**config.mk**
```make
export PLATFORM = sky130hd
export DESIGN_NAME = alu_op_sequencer
export DESIGN_NICKNAME = d
export VERILOG_FILES = /design/src/rtl/alu_seq_pkg.sv /design/src/rtl/alu_op_decode.sv /design/src/rtl/alu_op_sequencer.sv
export SDC_FILE = /design/constraint.sdc
export NUM_CORES = 1
export LEC_CHECK = 0
export CELL_PAD_IN_SITES_DETAIL_PLACEMENT = 1
export CELL_PAD_IN_SITES_GLOBAL_PLACEMENT = 1
export CORE_MARGIN = 3
export CORE_UTILIZATION = 29
export DETAILED_ROUTE_END_ITERATION = 10
export GPL_TIMING_DRIVEN = 0
export PLACE_DENSITY_LB_ADDON = 0.1
export RECOVER_POWER = 25
export SYNTH_ARGS = -nofsm -noshare
export SYNTH_HDL_FRONTEND = slang
export SYNTH_SLANG_ARGS = --single-unit
```
**constraint.sdc**
```tcl
create_clock -name clk -period 1.2 [get_ports clk]
set_input_delay 0.36 -clock clk [delete_from_list [all_inputs] [get_ports clk]]
set_output_delay 0.36 -clock clk [all_outputs]
set_load 0.1 [all_outputs]
```
**src/rtl/alu_seq_pkg.sv**
```systemverilog
// Shared types and encodings for the ALU op sequencer: opcode enum, the ALU
// block's output/load/argument codes, and the packed control word.
// Optional feature macro used by the design: ALU_SEQ_SHN_EN (multi-step SHN).
package alu_seq_pkg;

    typedef enum logic [3:0] {
        OP_NOP = 4'h0, OP_MOV = 4'h1, OP_ADD = 4'h2, OP_ADC = 4'h3,
        OP_SUB = 4'h4, OP_SBC = 4'h5, OP_AND = 4'h6, OP_OR  = 4'h7,
        OP_XOR = 4'h8, OP_NOT = 4'h9, OP_SHF = 4'hA, OP_RCF = 4'hB,
        OP_SWP = 4'hC, OP_CMP = 4'hD, OP_SHN = 4'hE, OP_LDF = 4'hF
    } opcode_e;

    // Register bus-output codes
    localparam logic [3:0] OUT_A = 4'd0;
    localparam logic [3:0] OUT_B = 4'd1;
    localparam logic [3:0] OUT_C = 4'd8;
    localparam logic [3:0] OUT_D = 4'd9;

    // Functional-unit bus-output codes
    localparam logic [3:0] OUT_ADDSUB = 4'd2;
    localparam logic [3:0] OUT_FLAGS  = 4'd4;
    localparam logic [3:0] OUT_ANDOR  = 4'd6;
    localparam logic [3:0] OUT_SHSW   = 4'd7;
    localparam logic [3:0] OUT_XORNOT = 4'd10;
    localparam logic [3:0] OUT_NONE   = 4'd15;

    // Bus-load codes
    localparam logic [3:0] LOAD_A     = 4'd0;
    localparam logic [3:0] LOAD_B     = 4'd1;
    localparam logic [3:0] LOAD_C     = 4'd8;
    localparam logic [3:0] LOAD_D     = 4'd9;
    localparam logic [3:0] LOAD_FLAGS = 4'd7;
    localparam logic [3:0] LOAD_NONE  = 4'd15;

    localparam logic [2:0] ARG_R_NONE = 3'd7;

    typedef struct packed {
        logic [3:0] outctl;
        logic [3:0] loadctl;
        logic [1:0] arg_l;
        logic [2:0] arg_r;
        logic       alt;
        logic       calcfn;
        logic       cin;
    } ctl_word_t;

    localparam ctl_word_t IDLE_WORD = '{
        outctl:  OUT_NONE,
        loadctl: LOAD_NONE,
        arg_l:   2'd0,
        arg_r:   ARG_R_NONE,
        alt:     1'b0,
        calcfn:  1'b1,
        cin:     1'b0
    };

    // Register field (0=A..3=D) to its bus-output code
    function automatic logic [3:0] reg_out_code(input logic [1:0] r);
        logic [3:0] code;
        case (r)
            2'd0:    code = OUT_A;
            2'd1:    code = OUT_B;
            2'd2:    code = OUT_C;
            default: code = OUT_D;
        endcase
        return code;
    endfunction

    // Register field (0=A..3=D) to its bus-load code
    function automatic logic [3:0] reg_load_code(input logic [1:0] r);
        logic [3:0] code;
        case (r)
            2'd0:    code = LOAD_A;
            2'd1:    code = LOAD_B;
            2'd2:    code = LOAD_C;
            default: code = LOAD_D;
        endcase
        return code;
    endfunction

endpackage

```
**src/rtl/alu_op_decode.sv**
```systemverilog
// Combinational instruction decoder: packed 8-bit op -> ALU control word.
// use_carry marks ops whose cin follows the live carry flag; multi marks SHN.
// Optional feature macro: ALU_SEQ_SHN_EN (opcode E is SHN, else NOP).
module alu_op_decode
    import alu_seq_pkg::*;
(
    input  logic [7:0] op,
    output ctl_word_t  word,
    output logic       use_carry,
    output logic       multi
);

    opcode_e    opc;
    logic [1:0] l_reg;
    logic [1:0] r_reg;

    assign opc   = opcode_e'(op[7:4]);
    assign l_reg = op[3:2];
    assign r_reg = op[1:0];

    // Start from the common "L op R -> L" word and override per opcode
    always_comb begin
        word         = '{outctl:  OUT_NONE,
                         loadctl: reg_load_code(l_reg),
                         arg_l:   l_reg,
                         arg_r:   {1'b0, r_reg},
                         alt:     1'b0,
                         calcfn:  1'b0,
                         cin:     1'b0};
        use_carry = 1'b0;
        multi     = 1'b0;
        case (opc)
            OP_NOP: word = IDLE_WORD;
            OP_MOV: begin
                word.outctl = reg_out_code(r_reg);
                word.arg_l  = 2'd0;
                word.arg_r  = ARG_R_NONE;
                word.calcfn = 1'b1;
            end
            OP_ADD: word.outctl = OUT_ADDSUB;
            OP_ADC: begin
                word.outctl = OUT_ADDSUB;
                use_carry   = 1'b1;
            end
            OP_SUB: begin
                word.outctl = OUT_ADDSUB;
                word.alt    = 1'b1;
                word.cin    = 1'b1;
            end
            OP_SBC: begin
                word.outctl = OUT_ADDSUB;
                word.alt    = 1'b1;
                use_carry   = 1'b1;
            end
            OP_AND: word.outctl = OUT_ANDOR;
            OP_OR: begin
                word.outctl = OUT_ANDOR;
                word.alt    = 1'b1;
            end
            OP_XOR: word.outctl = OUT_XORNOT;
            OP_NOT: begin
                word.outctl = OUT_XORNOT;
                word.alt    = 1'b1;
                word.arg_r  = ARG_R_NONE;
            end
            OP_SHF: begin
                word.outctl = OUT_SHSW;
                word.arg_r  = ARG_R_NONE;
            end
            OP_RCF: begin
                word.outctl = OUT_SHSW;
                word.arg_r  = ARG_R_NONE;
                use_carry   = 1'b1;
            end
            OP_SWP: begin
                word.outctl = OUT_SHSW;
                word.alt    = 1'b1;
                word.arg_r  = ARG_R_NONE;
            end
            OP_CMP: begin
                word.outctl  = OUT_ADDSUB;
                word.alt     = 1'b1;
                word.cin     = 1'b1;
                word.loadctl = LOAD_NONE;
            end
`ifdef ALU_SEQ_SHN_EN
            OP_SHN: begin
                word.outctl = OUT_SHSW;
                word.arg_r  = ARG_R_NONE;
                multi       = 1'b1;
            end
`else
            OP_SHN: word = IDLE_WORD;
`endif
            OP_LDF: begin
                word.outctl = OUT_FLAGS;
                word.arg_l  = 2'd0;
                word.arg_r  = ARG_R_NONE;
                word.calcfn = 1'b1;
            end
            default: word = IDLE_WORD;
        endcase
    end

endmodule

```
**src/rtl/alu_op_sequencer.sv**
```systemverilog
// ALU op sequencer top: accepts one instruction per valid/ready handshake and
// holds the decoded control word on the ALU block's control inputs for one
// EXEC cycle (or R+1 cycles for SHN). cin follows the live carry flag for
// carry-consuming ops so back-to-back carry chains see the freshly committed flag.
// Optional feature macro: ALU_SEQ_SHN_EN (multi-step SHN with step counter).
module alu_op_sequencer
    import alu_seq_pkg::*;
(
    input  logic       clk,
    input  logic       rst,
    input  logic [7:0] op,
    input  logic       op_valid,
    output logic       op_ready,
    input  logic [3:0] fout,
    output logic [3:0] outctl,
    output logic [3:0] loadctl,
    output logic [1:0] arg_l,
    output logic [2:0] arg_r,
    output logic       alt,
    output logic       calcfn,
    output logic       cin,
    output logic       busy,
    output logic       done
);

    typedef enum logic {S_IDLE, S_EXEC} state_e;

    state_e    state_q, state_d;
    ctl_word_t word_q, word_d;
    logic      use_carry_q, use_carry_d;

    ctl_word_t dec_word;
    logic      dec_use_carry;
    logic      dec_multi;
    logic      accept;
    logic      last_step;

    alu_op_decode u_decode (
        .op        (op),
        .word      (dec_word),
        .use_carry (dec_use_carry),
        .multi     (dec_multi)
    );

`ifdef ALU_SEQ_SHN_EN
    logic [1:0] steps_q, steps_d;

    assign last_step = (steps_q == 2'd0);

    // Remaining-step counter: loaded with R for SHN on accept, counts down in EXEC
    always_comb begin
        steps_d = steps_q;
        if (accept) begin
            steps_d = dec_multi ? op[1:0] : 2'd0;
        end else if (state_q == S_EXEC && !last_step) begin
            steps_d = steps_q - 2'd1;
        end
    end

    // Step counter register
    always_ff @(posedge clk or posedge rst) begin
        if (rst) steps_q <= 2'd0;
        else     steps_q <= steps_d;
    end
`else
    logic unused_multi;
    assign unused_multi = dec_multi;
    assign last_step    = 1'b1;
`endif

    logic [2:0] unused_fout;
    assign unused_fout = fout[3:1];

    assign op_ready = (state_q == S_IDLE) || last_step;
    assign accept   = op_valid && op_ready;

    // Next state and next control word; a transfer in the final EXEC cycle
    // chains straight into the next EXEC without an idle gap
    always_comb begin
        state_d     = state_q;
        word_d      = word_q;
        use_carry_d = use_carry_q;
        if (accept) begin
            state_d     = S_EXEC;
            word_d      = dec_word;
            use_carry_d = dec_use_carry;
        end else if (state_q == S_EXEC && last_step) begin
            state_d     = S_IDLE;
            word_d      = IDLE_WORD;
            use_carry_d = 1'b0;
        end
    end

    // State and registered control word; reset forces the idle word at once
    always_ff @(posedge clk or posedge rst) begin
        if (rst) begin
            state_q     <= S_IDLE;
            word_q      <= IDLE_WORD;
            use_carry_q <= 1'b0;
        end else begin
            state_q     <= state_d;
            word_q      <= word_d;
            use_carry_q <= use_carry_d;
        end
    end

    assign outctl  = word_q.outctl;
    assign loadctl = word_q.loadctl;
    assign arg_l   = word_q.arg_l;
    assign arg_r   = word_q.arg_r;
    assign alt     = word_q.alt;
    assign calcfn  = word_q.calcfn;
    assign cin     = use_carry_q ? fout[0] : word_q.cin;
    assign busy    = (state_q == S_EXEC);
    assign done    = busy && last_step;

endmodule

```
==> run_results.csv <==
group,metric,value,unit
run_status,status,"complete, but fails checks",
run_status,failed_checks,"setup timing",
global_routing,grt_pass1_vias,928,
detailed_routing,wire_per_inst,14.8,um
floorplan,dieArea,0.00413,mm^2
clocking,ctsHoldBuffers,0,
floorplan,die_h,64.3,um
power,p_switching,0.793,mW
clocking,htreeDepth,1,
sta,slew_violations,0,
place,placed_cell_area,0.00137,mm^2
floorplan,start_util,31.2,%
floorplan,core_region_area,0.00315,mm^2
detailed_routing,drc,0,
yosys,ys_ff_latch,17,
floorplan,boundaryPins,34,
place,hpwlAfterDp,1880,um
floorplan,die_x,64.3,um
final_layout,fin_nets,158,
hold_path,min_path_type,"primary input to flip-flop",
power,p_seq_share,35.5,%
power,pwr-share-clk,16.1,%
sta,layout_setup_ws,-0.341,ns
setup_path,cp_max_fo,2,
clocking,clock_sinks,17,
sta,fin_tns_setup,-3.81,ns
setup_path,cp_cell_sequence,"mux2_4 > buf_12",
global_routing,grt_overflow,0,
yosys,ys_types,38,
power,sw_frac_of_total,40.7,%
global_routing,grt_pass1_wl,4600,um
yosys,syn-cell-area,985,um^2
detailed_routing,vias,878,
clocking,numCtsBuffers,3,
detailed_routing,vias_per_cell,4.72,
yosys,synth-seq-area-share,44.6,%
yosys,syn_inst,102,
sta,hold_violations,0,
power,ir_drop,0.000385,V
detailed_routing,finalWirelength,2750,um
setup_path,cpPeakStageDelay,0.41,ns
power,combPwrFrac,48.4,%
hold_path,hold_start,"op_valid",
detailed_routing,ant_nets,0,
sta,finalCritPeriodShare,128,%
global_routing,grt_max_degree,18,
global_routing,grt_usage,14.4,%
power,leakage,0.745,nW
detailed_routing,first_pass_iters,4,
setup_path,critPathLaunchType,"flip-flop",
sta,fin_skew,0.00539,ns
clocking,clockBufferDepth,2,
final_layout,final_area,0.00169,mm^2
setup_path,r2r_start,"busy",
setup_path,required,0.84,ns
run,maxCapViolCount,0,
sta,rsz0062_at_grt,"true",
clocking,cts-root-buf,"clkbuf_4",
clocking,clk_latency,0.29,ns
setup_path,cp_slowest_cell,"dfrtp_1",
final_layout,syn_to_final_growth,71.4,%
power,power.internal,1.16,mW
final_layout,drive_gt1_share,57.7,%
setup_path,crit_path_start,"use_carry_q",
power,p_total,1.95,mW
floorplan,rows,20,
sta,worstMarginPinSlew,0.680,ns
place,port_buffers,29,
final_layout,fillers,341,
power,power.density,1150,mW/mm^2
setup_path,crit_type,"flip-flop to primary output",
place,gp_congestion,0.823,
yosys,syn_nets,117,
sta,holdWs,0.339,ns
sta,min_period,1.54,ns
sta,setup_violations,23,
final_layout,num_antenna_cells,0,
sta,slew_headroom,54.6,%
yosys,syn_avg_cell_area,9.65,um^2
setup_path,end_kind,"primary output",
sta,max_freq,649,MHz
clocking,clk_pin_slew,0.10,ns
setup_path,cp.arrival,1.18,ns
yosys,ys.warnings.count,0,
clocking,cts_tree,"yes",
detailed_routing,drt_iter0_markers,18,
global_routing,grt_antenna_before_repair,0,
power by group through the flow:
stage	Combinational [mW]	Sequential, mW	Clock (mW)
2_1_floorplan	0.534	0.738	0
3_3_place_gp	0.761	0.682	0
3_5_place_dp	0.768	0.685	0
4_1_cts	0.928	0.690	0.327
5_1_grt	0.982	0.699	0.359
6_report	0.943	0.691	0.314
stage by stage:
| step | instances | setup slack, ns | utilization [%] |
|---|---|---|---|
| floorplan | 102 | -0.131 | - |
| global placement | 175 | -1.23 | 43.4 |
| detailed placement | 175 | -1.23 | 43.4 |
| CTS | 184 | -0.343 | 52.6 |
| global route | 186 | -0.378 | 53.5 |
| finish | 186 | -0.341 | 53.5 |
Yosys cell counts:
| cell type | number | area (um^2) |
|---|---|---|
| or2_2 | 1 | 6.26 |
| o211ai_1 | 1 | 7.51 |
| a31oi_1 | 3 | 18.8 |
| a21oi_1 | 2 | 10.0 |
| buf_4 | 15 | 113 |
| nor3_1 | 2 | 10.0 |
| xnor2_1 | 1 | 8.76 |
| mux2_2 | 1 | 11.3 |
| dfrtp_1 | 6 | 150 |
| or2b_1 | 1 | 7.51 |
| a211oi_1 | 1 | 7.51 |
| nor2_1 | 8 | 30.0 |
| and3_1 | 1 | 6.26 |
| o21bai_1 | 2 | 15.0 |
| nor2b_1 | 3 | 18.8 |
| o21a_1 | 1 | 7.51 |
| dfstp_2 | 11 | 289 |
| a41oi_1 | 1 | 8.76 |
| clkbuf_1 | 2 | 7.51 |
| buf_2 | 3 | 15.0 |
| a32o_1 | 1 | 10.0 |
| nand2b_1 | 1 | 6.26 |
| o22ai_1 | 2 | 12.5 |
| inv_1 | 5 | 18.8 |
| nor4_1 | 1 | 6.26 |
| o21ai_0 | 4 | 20.0 |
| a22o_1 | 2 | 17.5 |
| or3_1 | 1 | 6.26 |
| or4_4 | 2 | 22.5 |
| nand3_1 | 4 | 20.0 |
| o22a_2 | 2 | 20.0 |
| o211ai_2 | 1 | 12.5 |
| and3b_2 | 1 | 10.0 |
| a31o_2 | 1 | 8.76 |
| nand2_1 | 4 | 15.0 |
| buf_6 | 1 | 11.3 |
| conb_1 | 1 | 3.75 |
| and2b_1 | 2 | 15.0 |
worst max-delay path: cells and delay by family (launching register included):
kind / cells / cell delay (ns)
buf+inv: 1 / 0.17
flops: 1 / 0.41
mux: 1 / 0.32
kinds of logic after synthesis:
group / synth area share (%)
other: 0.381
xor gates and xnor gates: 0.890
buffers and inverters: 16.8
DFF: 44.6
muxes: 1.14
and+or+nand+nor: 18.3
AOI/OAI and AO/OA: 17.9
sequential cells by signal, summed over array words and instances (netlist names):
| signal | flops |
|---|---|
| busy | 1 |
| outctl | 4 |
| arg_l | 2 |
| loadctl | 3 |
| arg_r | 3 |
| use_carry_q | 1 |
| alt | 1 |
| calcfn | 1 |
| word_q | 1 |
worst paths after layout:
| check | slack, ns | depth (start not counted) | endpoint |
|---|---|---|---|
| max in group asynchronous | 0.10 | 2 | busy |
| worst max-delay path | -0.34 | 2 | cin |
| min in group asynchronous | 0.60 | 2 | alt |
| worst min register to register | 0.53 | 2 | outctl[1] |
| worst max register to register | -0.02 | 3 | loadctl[3] |
| worst min-delay path | 0.34 | 1 | busy |
routing by layer:
| metal | vias up | global-route usage, % | part of all wire (%) |
|---|---|---|---|
| li1 | 426 | - | - |
| met1 | 421 | 18.5 | 46 |
| met2 | 23 | 23.5 | 47 |
| met3 | 8 | 2.64 | 3.7 |
| met4 | 0 | 6.33 | 3.2 |
| met5 | - | 0 | 0 |
cell usage in the layout (no fill, tap or decap), types with 2 or more instances in the layout:
cell type	count
o22a_2	2
nor2b_1	3
nor2_1	7
a22o_1	2
clkdlybuf4s15_1	2
o21bai_1	2
nor3_1	2
o21ai_0	4
clkbuf_1	2
clkdlybuf4s50_1	4
a31oi_1	3
nand2_1	4
inv_1	3
nand3_1	4
dfstp_2	11
clkbuf_2	2
buf_12	18
clkbuf_4	3
and2b_1	2
or4_4	2
buf_6	12
buf_4	14
or2_4	2
dfrtp_1	4
o22ai_2	2
cell type report:
class / instances / area, um^2 / area share [%]
multi-input combinational: 60 / 443 / 26.2
timing repair buffer: 42 / 558 / 33.1
clock buffer: 4 / 26.3 / 1.56
sequential: 17 / 444 / 26.3
tap: 44 / 55.1 / 3.26
buffer: 14 / 140 / 8.30
inverter: 5 / 21.3 / 1.26
repair_timing:
item | 4_1_cts | 5_1_grt
endpoints found under the setup margin | 34 | 26
pin swaps | 4 | 3
gates cloned | 1 | 0
buffers inserted | 10 | 3
gates resized for setup | 191 | 11
No activity file was read; power rests on OpenSTA's default activity.
